File: src/rtl/uart_tx_ctrl_if.sv
// Requester-facing bundle of the UART transmit controller: configuration
// write port and the byte handshake.
interface uart_tx_ctrl_if #(
    parameter int DATA_BITS = 8
);
    logic                 cfg_we;
    logic [31:0]          cfg_div;
    logic                 cfg_parity_en;
    logic                 cfg_parity_odd;
    logic                 cfg_two_stop;
    logic                 cfg_rej;
    logic                 tx_valid;
    logic [DATA_BITS-1:0] tx_data;
    logic                 tx_ready;

    modport master (
        output cfg_we, cfg_div, cfg_parity_en, cfg_parity_odd, cfg_two_stop,
        output tx_valid, tx_data,
        input  cfg_rej, tx_ready
    );

    modport slave (
        input  cfg_we, cfg_div, cfg_parity_en, cfg_parity_odd, cfg_two_stop,
        input  tx_valid, tx_data,
        output cfg_rej, tx_ready
    );
endinterface

File: src/rtl/uart_tx_ctrl.sv
// UART transmit controller: frames one word (start, LSB-first data, optional
// parity, one or two stop bits) paced by an external baud tick generator.
module uart_tx_ctrl #(
    parameter int          DATA_BITS   = 8,
    parameter logic [31:0] DEFAULT_DIV = 32'd433
) (
    input  logic                 clk,
    input  logic                 areset,
    uart_tx_ctrl_if.slave        bus,
    output logic [31:0]          baud_div,
    output logic                 baud_en,
    input  logic                 baud_tick,
    output logic                 txd,
    output logic                 busy,
    output logic                 tx_done
);

    typedef enum logic [2:0] {
        S_IDLE,
        S_START,
        S_DATA,
        S_PARITY,
        S_STOP
    } state_t;

    localparam int                CNT_W    = $clog2(DATA_BITS);
    localparam logic [CNT_W-1:0]  LAST_BIT = CNT_W'(DATA_BITS - 1);

    function automatic logic frame_parity(input logic [DATA_BITS-1:0] data,
                                          input logic odd);
        return (^data) ^ odd;
    endfunction

    state_t               state_q, state_d;
    logic                 txd_q, txd_d;
    logic                 baud_en_q, baud_en_d;
    logic                 tx_ready_q, tx_ready_d;
    logic                 busy_q, busy_d;
    logic                 tx_done_q, tx_done_d;
    logic                 cfg_rej_q, cfg_rej_d;
    logic [31:0]          div_q, div_d;
    logic                 par_en_q, par_en_d;
    logic                 par_odd_q, par_odd_d;
    logic                 two_stop_q, two_stop_d;
    logic [CNT_W-1:0]     bit_cnt_q, bit_cnt_d;
    logic                 stop_cnt_q, stop_cnt_d;
    logic                 f_par_en_q, f_par_en_d;
    logic                 f_two_stop_q, f_two_stop_d;
    logic [DATA_BITS-1:0] shift_q, shift_d;
    logic                 f_par_bit_q, f_par_bit_d;

    always_comb begin
        state_d      = state_q;
        txd_d        = txd_q;
        baud_en_d    = baud_en_q;
        tx_done_d    = 1'b0;
        cfg_rej_d    = 1'b0;
        div_d        = div_q;
        par_en_d     = par_en_q;
        par_odd_d    = par_odd_q;
        two_stop_d   = two_stop_q;
        bit_cnt_d    = bit_cnt_q;
        stop_cnt_d   = stop_cnt_q;
        f_par_en_d   = f_par_en_q;
        f_two_stop_d = f_two_stop_q;
        shift_d      = shift_q;
        f_par_bit_d  = f_par_bit_q;

        // Configuration only changes between frames; a write mid-frame is refused.
        if (bus.cfg_we) begin
            if (busy_q) begin
                cfg_rej_d = 1'b1;
            end else begin
                div_d      = bus.cfg_div;
                par_en_d   = bus.cfg_parity_en;
                par_odd_d  = bus.cfg_parity_odd;
                two_stop_d = bus.cfg_two_stop;
            end
        end

        unique case (state_q)
            S_IDLE: begin
                txd_d     = 1'b1;
                baud_en_d = 1'b0;
                if (bus.tx_valid && tx_ready_q) begin
                    state_d      = S_START;
                    txd_d        = 1'b0;
                    baud_en_d    = 1'b1;
                    shift_d      = bus.tx_data;
                    f_par_bit_d  = frame_parity(bus.tx_data, par_odd_q);
                    f_par_en_d   = par_en_q;
                    f_two_stop_d = two_stop_q;
                    bit_cnt_d    = '0;
                    stop_cnt_d   = 1'b0;
                end
            end
            S_START: begin
                if (baud_tick) begin
                    state_d = S_DATA;
                    txd_d   = shift_q[0];
                end
            end
            S_DATA: begin
                // shift_q[0] is the bit on the line; shift_q[1] is the next one.
                if (baud_tick) begin
                    if (bit_cnt_q == LAST_BIT) begin
                        if (f_par_en_q) begin
                            state_d = S_PARITY;
                            txd_d   = f_par_bit_q;
                        end else begin
                            state_d    = S_STOP;
                            txd_d      = 1'b1;
                            stop_cnt_d = 1'b0;
                        end
                    end else begin
                        bit_cnt_d = bit_cnt_q + 1'b1;
                        txd_d     = shift_q[1];
                        shift_d   = shift_q >> 1;
                    end
                end
            end
            S_PARITY: begin
                if (baud_tick) begin
                    state_d    = S_STOP;
                    txd_d      = 1'b1;
                    stop_cnt_d = 1'b0;
                end
            end
            S_STOP: begin
                txd_d = 1'b1;
                if (baud_tick) begin
                    if (f_two_stop_q && !stop_cnt_q) begin
                        stop_cnt_d = 1'b1;
                    end else begin
                        state_d   = S_IDLE;
                        baud_en_d = 1'b0;
                        tx_done_d = 1'b1;
                    end
                end
            end
            default: begin
                state_d   = S_IDLE;
                txd_d     = 1'b1;
                baud_en_d = 1'b0;
            end
        endcase

        tx_ready_d = (state_d == S_IDLE);
        busy_d     = (state_d != S_IDLE);
    end

    always_ff @(posedge clk or posedge areset) begin
        if (areset) begin
            state_q      <= S_IDLE;
            txd_q        <= 1'b1;
            baud_en_q    <= 1'b0;
            tx_ready_q   <= 1'b0;
            busy_q       <= 1'b0;
            tx_done_q    <= 1'b0;
            cfg_rej_q    <= 1'b0;
            div_q        <= DEFAULT_DIV;
            par_en_q     <= 1'b0;
            par_odd_q    <= 1'b0;
            two_stop_q   <= 1'b0;
            bit_cnt_q    <= '0;
            stop_cnt_q   <= 1'b0;
            f_par_en_q   <= 1'b0;
            f_two_stop_q <= 1'b0;
        end else begin
            state_q      <= state_d;
            txd_q        <= txd_d;
            baud_en_q    <= baud_en_d;
            tx_ready_q   <= tx_ready_d;
            busy_q       <= busy_d;
            tx_done_q    <= tx_done_d;
            cfg_rej_q    <= cfg_rej_d;
            div_q        <= div_d;
            par_en_q     <= par_en_d;
            par_odd_q    <= par_odd_d;
            two_stop_q   <= two_stop_d;
            bit_cnt_q    <= bit_cnt_d;
            stop_cnt_q   <= stop_cnt_d;
            f_par_en_q   <= f_par_en_d;
            f_two_stop_q <= f_two_stop_d;
        end
    end

    // Frame payload is only consumed after acceptance, so it needs no reset.
    always_ff @(posedge clk) begin
        shift_q     <= shift_d;
        f_par_bit_q <= f_par_bit_d;
    end

    assign baud_div     = div_q;
    assign baud_en      = baud_en_q;
    assign txd          = txd_q;
    assign busy         = busy_q;
    assign tx_done      = tx_done_q;
    assign bus.tx_ready = tx_ready_q;
    assign bus.cfg_rej  = cfg_rej_q;

endmodule
File: src/flat_wrapper.sv
// flat-port wrapper written by rule: the top's interface ports become plain ports
module uart_tx_ctrl_flat 
#(
    parameter int          DATA_BITS   = 8,
    parameter logic [31:0] DEFAULT_DIV = 32'd433
)
  (clk, areset, baud_div, baud_en, baud_tick, txd, busy, tx_done, bus_cfg_we, bus_cfg_div, bus_cfg_parity_en, bus_cfg_parity_odd, bus_cfg_two_stop, bus_tx_valid, bus_tx_data, bus_cfg_rej, bus_tx_ready);
  uart_tx_ctrl_if #(.DATA_BITS(DATA_BITS)) bus_i ();
  input  logic clk;
  input  logic areset;
  output logic [31:0] baud_div;
  output logic baud_en;
  input  logic baud_tick;
  output logic txd;
  output logic busy;
  output logic tx_done;
  input wire logic [$bits(bus_i.cfg_we)-1:0] bus_cfg_we;
  input wire logic [$bits(bus_i.cfg_div)-1:0] bus_cfg_div;
  input wire logic [$bits(bus_i.cfg_parity_en)-1:0] bus_cfg_parity_en;
  input wire logic [$bits(bus_i.cfg_parity_odd)-1:0] bus_cfg_parity_odd;
  input wire logic [$bits(bus_i.cfg_two_stop)-1:0] bus_cfg_two_stop;
  input wire logic [$bits(bus_i.tx_valid)-1:0] bus_tx_valid;
  input wire logic [$bits(bus_i.tx_data)-1:0] bus_tx_data;
  output wire logic [$bits(bus_i.cfg_rej)-1:0] bus_cfg_rej;
  output wire logic [$bits(bus_i.tx_ready)-1:0] bus_tx_ready;
  assign bus_i.cfg_we = bus_cfg_we;
  assign bus_i.cfg_div = bus_cfg_div;
  assign bus_i.cfg_parity_en = bus_cfg_parity_en;
  assign bus_i.cfg_parity_odd = bus_cfg_parity_odd;
  assign bus_i.cfg_two_stop = bus_cfg_two_stop;
  assign bus_i.tx_valid = bus_tx_valid;
  assign bus_i.tx_data = bus_tx_data;
  assign bus_cfg_rej = bus_i.cfg_rej;
  assign bus_tx_ready = bus_i.tx_ready;
  uart_tx_ctrl #(.DATA_BITS(DATA_BITS), .DEFAULT_DIV(DEFAULT_DIV)) u_core (.clk(clk), .areset(areset), .bus(bus_i), .baud_div(baud_div), .baud_en(baud_en), .baud_tick(baud_tick), .txd(txd), .busy(busy), .tx_done(tx_done));
endmodule
File: config.mk
export PLATFORM = sky130hd
export DESIGN_NAME = uart_tx_ctrl_flat
export DESIGN_NICKNAME = d
export VERILOG_FILES = /design/src/rtl/uart_tx_ctrl_if.sv /design/src/rtl/uart_tx_ctrl.sv /design/src/flat_wrapper.sv
export SDC_FILE = /design/constraint.sdc
export NUM_CORES = 1
export LEC_CHECK = 0
export ABC_AREA = 1
export CORE_ASPECT_RATIO = 2
export CORE_MARGIN = 4
export CORE_UTILIZATION = 25
export CTS_BUF_LIST = sky130_fd_sc_hd__clkbuf_4 sky130_fd_sc_hd__clkbuf_8 sky130_fd_sc_hd__clkbuf_16
export DETAILED_ROUTE_END_ITERATION = 7
export GPL_TIMING_DRIVEN = 0
export HOLD_SLACK_MARGIN = 0.08
export PLACE_DENSITY = 0.49
export SYNTH_ARGS = -nofsm -noshare
export SYNTH_HDL_FRONTEND = slang
export SYNTH_SLANG_ARGS = --single-unit
File: constraint.sdc
create_clock -name clk -period 3.5 [get_ports clk]
set_input_delay 0.35 -clock clk [delete_from_list [all_inputs] [get_ports clk]]
set_output_delay 0.35 -clock clk [all_outputs]
set_load 0.05 [all_outputs]
==> reports/qor.csv, run 1 <==
stage,metric,value,unit
synth,yosys-top-cells-area,"sky130_fd_sc_hd__dfrtp_1 42%, sky130_fd_sc_hd__mux2_2 13%, sky130_fd_sc_hd__edfxtp_1 10%",
job,timing.max_cap.violations,0,
place,dp_hpwl,4740,um
sta,rsz_0062_raised_after_global_routing,false,
critical_path,critical_path.max_fanout,2,
cts,hold_buffers,0,
sta,finalHoldViolations,0,
floorplan,core.rowCount,52,
cts,cts_made_buffers,9,
cts,clock-root-buffer,sky130_fd_sc_hd__clkbuf_16,
cts,post_cts_resized,0,
synth,synth_ff_type,sky130_fd_sc_hd__dfrtp_1,
sta,relative_slew_slack,0.623,
critical_path,worstSetupPathDepth,1,
sta,setup_tns,0,ns
layout,num_antenna_cells,0,
sta,achievable-frequency,0.497,GHz
place,place.port_buffers,85,
cts,worst_skew_pair.late_latency,0.32,ns
route,drt_wl_total,6140,um
synth,netlist.area_leader.share,0.425,
place,globalplace.congestion,0.748,
synth,synthDistinctLibCells,27,
synth,synth.cells.most_frequent,"56 x sky130_fd_sc_hd__nand2_1, 44 x sky130_fd_sc_hd__dfrtp_1, 31 x sky130_fd_sc_hd__mux2_2",
synth,synthDominantAreaCellType,sky130_fd_sc_hd__dfrtp_1,
layout,final_core_util,0.388,
pwr,pwr_density_cell,1040,nW/um2
critical_path,critical_path.slowest_cell,sky130_fd_sc_hd__clkdlybuf4s50_1,
sta,worst-slew-pin-transition,0.564,ns
floorplan,initial_utilization,0.255,
critical_path,timing.critical_path.slowest_cell_delay,0.82,ns
sta,slew_viol_final,0,
synth,synth.net_count,289,
cts,clock_path_buffers,2,
layout,nNetsFinal,386,
route,routedWlPerCell,12.9,um
route,detailedRoute.firstIterationViolations,54,
critical_path,worst-r2r-cell-count,8,
sta,worst_case_clock_skew,0.00515,ns
global_routing,via_count_of_the_first_global_routing_pass,2016,
layout,fillCellCount,1071,
cts,cts.repair_timing.setup_buffer_count,0,
pwr,p_leak,1.76,nW
critical_path,worstPathBufferInverterCount,1,
global_routing,maximum_number_of_pins_on_one_net_before_global_route_repair,38,
synth,synth_seq_cells,59,
sta,finalCriticalPeriod,2.01,ns
critical_path,largest_delay_share_family_worst_path,buffers and inverters,
critical_path,timing.setup.critical_path_class,register to output pin,
synth,syn-instance-count,239,
floorplan,floorplan.io_pins,86,
synth,synthArstFlopShare,0.847,
route,final_antenna_net_count,0,
route,route.detailed.drc,0,
critical_path,regToRegSetupSlack,1.82,ns
floorplan,fp.dieW,80.0,um
route,routed-via-count,2006,
critical_path,worst-endpoint-arrival,1.66,ns
synth,synthesis.area,2590,um2
global_routing,grt_first_pass_wirelength,9980,um
global_routing,global_route.overflow_total,0,
synth,synth.avg_cell_area,10.8,um2
critical_path,critical_path.startpoint_type,register,
run_status,result_of_the_run,finished clean,
synth,post-synth-top-count-cell,sky130_fd_sc_hd__nand2_1,
synth,synth_seq_area_share,0.590,
critical_path,timing.critical_path.cells,clkdlybuf4s50_1,
layout,syn2layout_area_growth,51.8,%
sta,min_period_over_period,0.575,
cts,cts.clk_slew.worst_paths,0.05,ns
global_routing,grt.total_usage,0.108,
layout,fraction_of_layout_instances_using_a_drive_strength_above_1,0.199,
cts,cts_num_sinks,59,
floorplan,dieHeight,152,um
cts,htree_levels,3,
synth,warnings_from_yosys,0,
route,dr.pass1.iters,4,
pwr,ir_worst_vdd,0.000422,V
global_routing,initial_antenna_violation_count,0,
floorplan,die_area,12200,um2
route,avgViaCountPerCell,4.21,
critical_path,crit_required,3.15,ns
floorplan,core_area,10100,um2
synth,number_of_enable_type_register_cells_in_the_synthesized_netlist,9,
hold_path,hold_class,input pin to async pin,
pwr,total_power,4.10,mW
critical_path,setup.worst_path.end_class,output pin,
cts,tritoncts_clock_tree,yes,
sta,report.final.setup_viol,0,
final timing paths:
check | from | to
min in group clk | u_core.bit_cnt_q[2] | u_core.bit_cnt_q[2]
max | u_core.baud_div[4] | baud_div[4]
max reg2reg | u_core.bit_cnt_q[0] | u_core.bit_cnt_q[0]
min reg2reg | u_core.bit_cnt_q[2] | u_core.bit_cnt_q[2]
max in group asynchronous | areset | u_core.txd
min | areset | u_core.baud_div[2]
cell families (layout without fill, tap and decap cells):
family | Yosys count | in the layout | share of synthesized area
buffers and inverters | 34 | 136 | 0.0642
muxes | 32 | 32 | 0.139
and+or+nand+nor | 91 | 91 | 0.153
xor gates and xnor gates | 2 | 2 | 0.00676
AOI/OAI and AO/OA | 19 | 19 | 0.0381
adders and majority gates | 2 | 2 | 0.00965
DFF | 59 | 59 | 0.590
per-layer routing:
metal	part of all wire	GRT usage	up-vias	routed length, um
li1	-	-	970	-
met1	0.35	0.110	967	2140
met2	0.56	0.187	57	3410
met3	0.058	0.0249	12	358
met4	0.037	0.0749	0	227
met5	0	0	-	0
placed cells by master (no fill, tap or decap), types with 2 or more instances in the layout:
master	netlist	layout
sky130_fd_sc_hd__a21oi_1	5	5
sky130_fd_sc_hd__buf_6	5	5
sky130_fd_sc_hd__clkbuf_16	0	9
sky130_fd_sc_hd__clkbuf_4	0	4
sky130_fd_sc_hd__clkdlybuf4s50_1	0	85
sky130_fd_sc_hd__dfrtp_1	44	44
sky130_fd_sc_hd__dfstp_2	6	6
sky130_fd_sc_hd__edfxtp_1	9	9
sky130_fd_sc_hd__ha_1	2	2
sky130_fd_sc_hd__inv_1	26	25
sky130_fd_sc_hd__inv_2	2	3
sky130_fd_sc_hd__mux2_2	31	31
sky130_fd_sc_hd__nand2_1	56	56
sky130_fd_sc_hd__nand2_2	2	2
sky130_fd_sc_hd__nand3_1	14	14
sky130_fd_sc_hd__nor2_1	12	12
sky130_fd_sc_hd__nor3_1	2	2
sky130_fd_sc_hd__o21ai_0	10	10
sky130_fd_sc_hd__o21ai_1	2	2
flip-flops by register name (all words and copies together), names as in the netlist:
signal               count
u_core.baud_div         32
u_core.baud_en           1
u_core.bit_cnt_q         3
u_core.bus.cfg_rej       1
u_core.bus.tx_ready      1
u_core.busy              1
u_core.f_par_bit_q       1
u_core.f_par_en_q        1
u_core.f_two_stop_q      1
u_core.par_en_q          1
u_core.par_odd_q         1
u_core.shift_q           8
u_core.state_q           3
u_core.stop_cnt_q        1
u_core.two_stop_q        1
u_core.tx_done           1
u_core.txd               1
report_power, final:
group          internal [mW]  switching, mW  total, mW
combinational          0.730           1.27       2.00
clock                  0.600          0.283      0.883
sequential              1.07          0.147       1.22
per-stage QoR:
stage	setup WS [ns]	area [um2]	cells	hold slack, ns
global placement	0.774	3610	459	0.461
floorplan	1.96	2590	239	0.450
detailed placement	1.53	3630	460	0.468
CTS	1.46	3940	476	0.315
global route	1.44	3940	476	0.344
finish	1.49	3940	476	0.315
cell type report:
cell class,count,area [um2],area share
well taps,135,169,0.0429
flip-flops and latches,59,1530,0.388
plain buffers,6,61.3,0.0156
inverters,28,105,0.0267
clock buffers,14,269,0.0683
clock inverters,2,35.0,0.00890
multi-input cells,146,897,0.228
repair buffers,86,871,0.221
No activity file was read; power rests on OpenSTA's default activity.
==> inputs of run 2 (changes only) <==
--- a/config.mk
+++ b/config.mk
@@ -13,7 +13,7 @@
 export DETAILED_ROUTE_END_ITERATION = 7
 export GPL_TIMING_DRIVEN = 0
 export HOLD_SLACK_MARGIN = 0.08
-export PLACE_DENSITY = 0.49
+export PLACE_DENSITY = 0.51
 export SYNTH_ARGS = -nofsm -noshare
 export SYNTH_HDL_FRONTEND = slang
 export SYNTH_SLANG_ARGS = --single-unit
==> constraint.sdc (replaced) <==
create_clock -name clk -period 1.67 [get_ports clk]
set_input_delay 0.167 -clock clk [delete_from_list [all_inputs] [get_ports clk]]
set_output_delay 0.167 -clock clk [all_outputs]
set_load 0.05 [all_outputs]
==> reports/qor.csv, run 2 (synthesized netlist as in run 1, its figures left out) <==
stage,metric,value,unit,change
run_status,result_of_the_run,finished clean,,
route,final_antenna_net_count,0,,unchanged
floorplan,fp.dieW,80.0,um,unchanged
critical_path,critical_path.startpoint_type,register,,
sta,relative_slew_slack,0.639,,+0.0165
cts,cts.clk_slew.worst_paths,0.05,ns,about the same
route,avgViaCountPerCell,4.17,,-0.96%
place,place.port_buffers,85,,unchanged
layout,most_common_cell_after_layout_fill_and_taps_aside,sky130_fd_sc_hd__clkdlybuf4s50_1,,
critical_path,largest_delay_share_family_worst_path,buffers and inverters,,
critical_path,critical_path.max_fanout,2,,unchanged
job,timing.max_cap.violations,0,,unchanged
global_routing,grt.total_usage,0.108,,+0.000227
global_routing,grt_first_pass_wirelength,9920,um,-0.62%
pwr,p_leak,1.90,nW,+7.9%
floorplan,die_area,12200,um2,unchanged
route,drt_wl_total,6210,um,+1.2%
layout,finish.instance_area,3980,um2,+1.1%
layout,final_core_util,0.392,,+0.00431
cts,tritoncts_clock_tree,yes,,
route,dr.pass1.iters,4,,unchanged
sta,slew_viol_final,0,,unchanged
critical_path,worstPathBufferInverterCount,1,,unchanged
critical_path,timing.critical_path.cells,clkdlybuf4s50_1,,
sta,achievable-frequency,0.610,GHz,
cts,hold_buffers,0,,unchanged
sta,report.final.setup_viol,0,,unchanged
critical_path,setup.worst_path.end_class,output pin,,
global_routing,initial_antenna_violation_count,0,,unchanged
route,routed-via-count,1995,,-0.55%
critical_path,critical_path.slowest_cell,sky130_fd_sc_hd__clkdlybuf4s50_1,,
cts,clock_path_buffers,2,,unchanged
floorplan,core_area,10100,um2,unchanged
layout,syn2layout_area_growth,53.5,%,
critical_path,crit_required,1.50,ns,-1.65 ns
critical_path,timing.critical_path.slowest_cell_delay,0.80,ns,-0.02 ns
route,route.detailed.drc,0,,unchanged
cts,htree_levels,3,,unchanged
route,routedWlPerCell,13.0,um,+0.77%
layout,nNetsFinal,388,,+0.52%
place,dp_hpwl,4830,um,+1.7%
place,post_dp_cell_area,3630,um2,unchanged
floorplan,dieHeight,152,um,unchanged
sta,rsz_0062_raised_after_global_routing,false,,
layout,num_antenna_cells,0,,unchanged
pwr,pwr_density_cell,2150,nW/um2,+110%
global_routing,via_count_of_the_first_global_routing_pass,2038,,+1.1%
sta,min_period_over_period,0.982,,
critical_path,timing.setup.critical_path_class,register to output pin,,
sta,worst-slew-pin-transition,0.544,ns,-0.0209 ns
cts,cts_made_buffers,9,,unchanged
layout,largest_reg_flops,32,,unchanged
place,globalplace.congestion,0.773,,+3.3%
floorplan,initial_utilization,0.255,,unchanged
global_routing,maximum_number_of_pins_on_one_net_before_global_route_repair,32,,-16%
layout,fraction_of_layout_instances_using_a_drive_strength_above_1,0.207,,+0.00758
critical_path,worst-r2r-cell-count,6,,-2
layout,final_cell_mix,"59 x sky130_fd_sc_hd__clkdlybuf4s50_1, 56 x sky130_fd_sc_hd__nand2_1, 44 x sky130_fd_sc_hd__dfrtp_1",,
hold_path,hold_class,input pin to async pin,,
cts,cts_num_sinks,59,,unchanged
place,dp_cells,460,,unchanged
pwr,ir_worst_vdd,0.000836,V,+98%
floorplan,core.rowCount,52,,unchanged
critical_path,worst-endpoint-arrival,1.47,ns,-0.19 ns
cts,worst_skew_pair.late_latency,0.32,ns,about the same
route,detailedRoute.firstIterationViolations,33,,-39%
sta,finalCriticalPeriod,1.64,ns,
cts,clock-root-buffer,sky130_fd_sc_hd__clkbuf_16,,
sta,finalHoldViolations,0,,unchanged
pwr,total_power,8.55,mW,+110%
layout,final_cell_count_no_fill,478,,+0.42%
critical_path,worstSetupPathDepth,1,,unchanged
global_routing,global_route.overflow_total,0,,unchanged
floorplan,floorplan.io_pins,86,,unchanged
sta,worst_case_clock_skew,0.00561,ns,+0.000457 ns
## run 2: cell types whose count changed in the layout (fill, tap and decap cells not counted), sizes merged
cell,change
buf,+2
clkbuf,-2
dlymetal6s2s,+11
dlygate4sd2,+15
clkinv,+2
clkdlybuf4s50,-26
## run 2: power breakdown
part | switching [mW] | total (mW) | internal, mW
combinational | 2.68 | 4.14 | 1.46
sequential | 0.300 | 2.54 | 2.24
clock | 0.623 | 1.87 | 1.25
total | 3.60 | 8.55 | 4.95
## run 2: per-stage QoR
stage          hold WS, ns  setup TNS, ns  worst slack (ns)
2_1_floorplan        0.267              0             0.163
4_1_cts              0.196              0           0.00237
3_3_place_gp         0.467         -41.00            -0.867
6_report             0.175              0            0.0296
5_1_grt              0.221              0          0.000995
3_5_place_dp         0.485         -0.654           -0.0900
## run 2: cell type report
class,instances,area (um2)
inverters,28,105
clock buffers,12,260
clock inverters,4,48.8
well taps,135,169
multi-input cells,146,900
repair buffers,88,907
flip-flops and latches,59,1530
plain buffers,6,61.3
fillers,1030,6170
## run 2: path summary, 6_finish.rpt
kind | from | endpoint | slack, ns
max reg2reg | u_core.bit_cnt_q[0] | u_core.shift_q[2] | 0.10
min | areset | u_core.baud_div[29] | 0.17
min reg2reg | u_core.bit_cnt_q[1] | u_core.bit_cnt_q[1] | 0.49
max | u_core.baud_div[2] | baud_div[2] | 0.03
max in group asynchronous | areset | u_core.txd | 0.89
min in group clk | bus_cfg_we | u_core.bus.cfg_rej | 0.40
## run 2: per-layer routing
metal	share of wire	global-route usage	up-vias	wire, um
met4	0.034	0.0693	0	211
met1	0.35	0.106	954	2160
met2	0.57	0.194	48	3560
met3	0.046	0.0267	15	285
met5	0	0	-	0
li1	-	-	978	-
## run 2: timing repair
item / 4_1_cts / 5_1_grt
gates cloned: 0 / 0
endpoints found under the hold margin: 0 / 0
gates resized for setup: 15 / 12
endpoints found under the setup margin: 26 / 22
buffers inserted: 2 / 0
pin swaps: 1 / 0
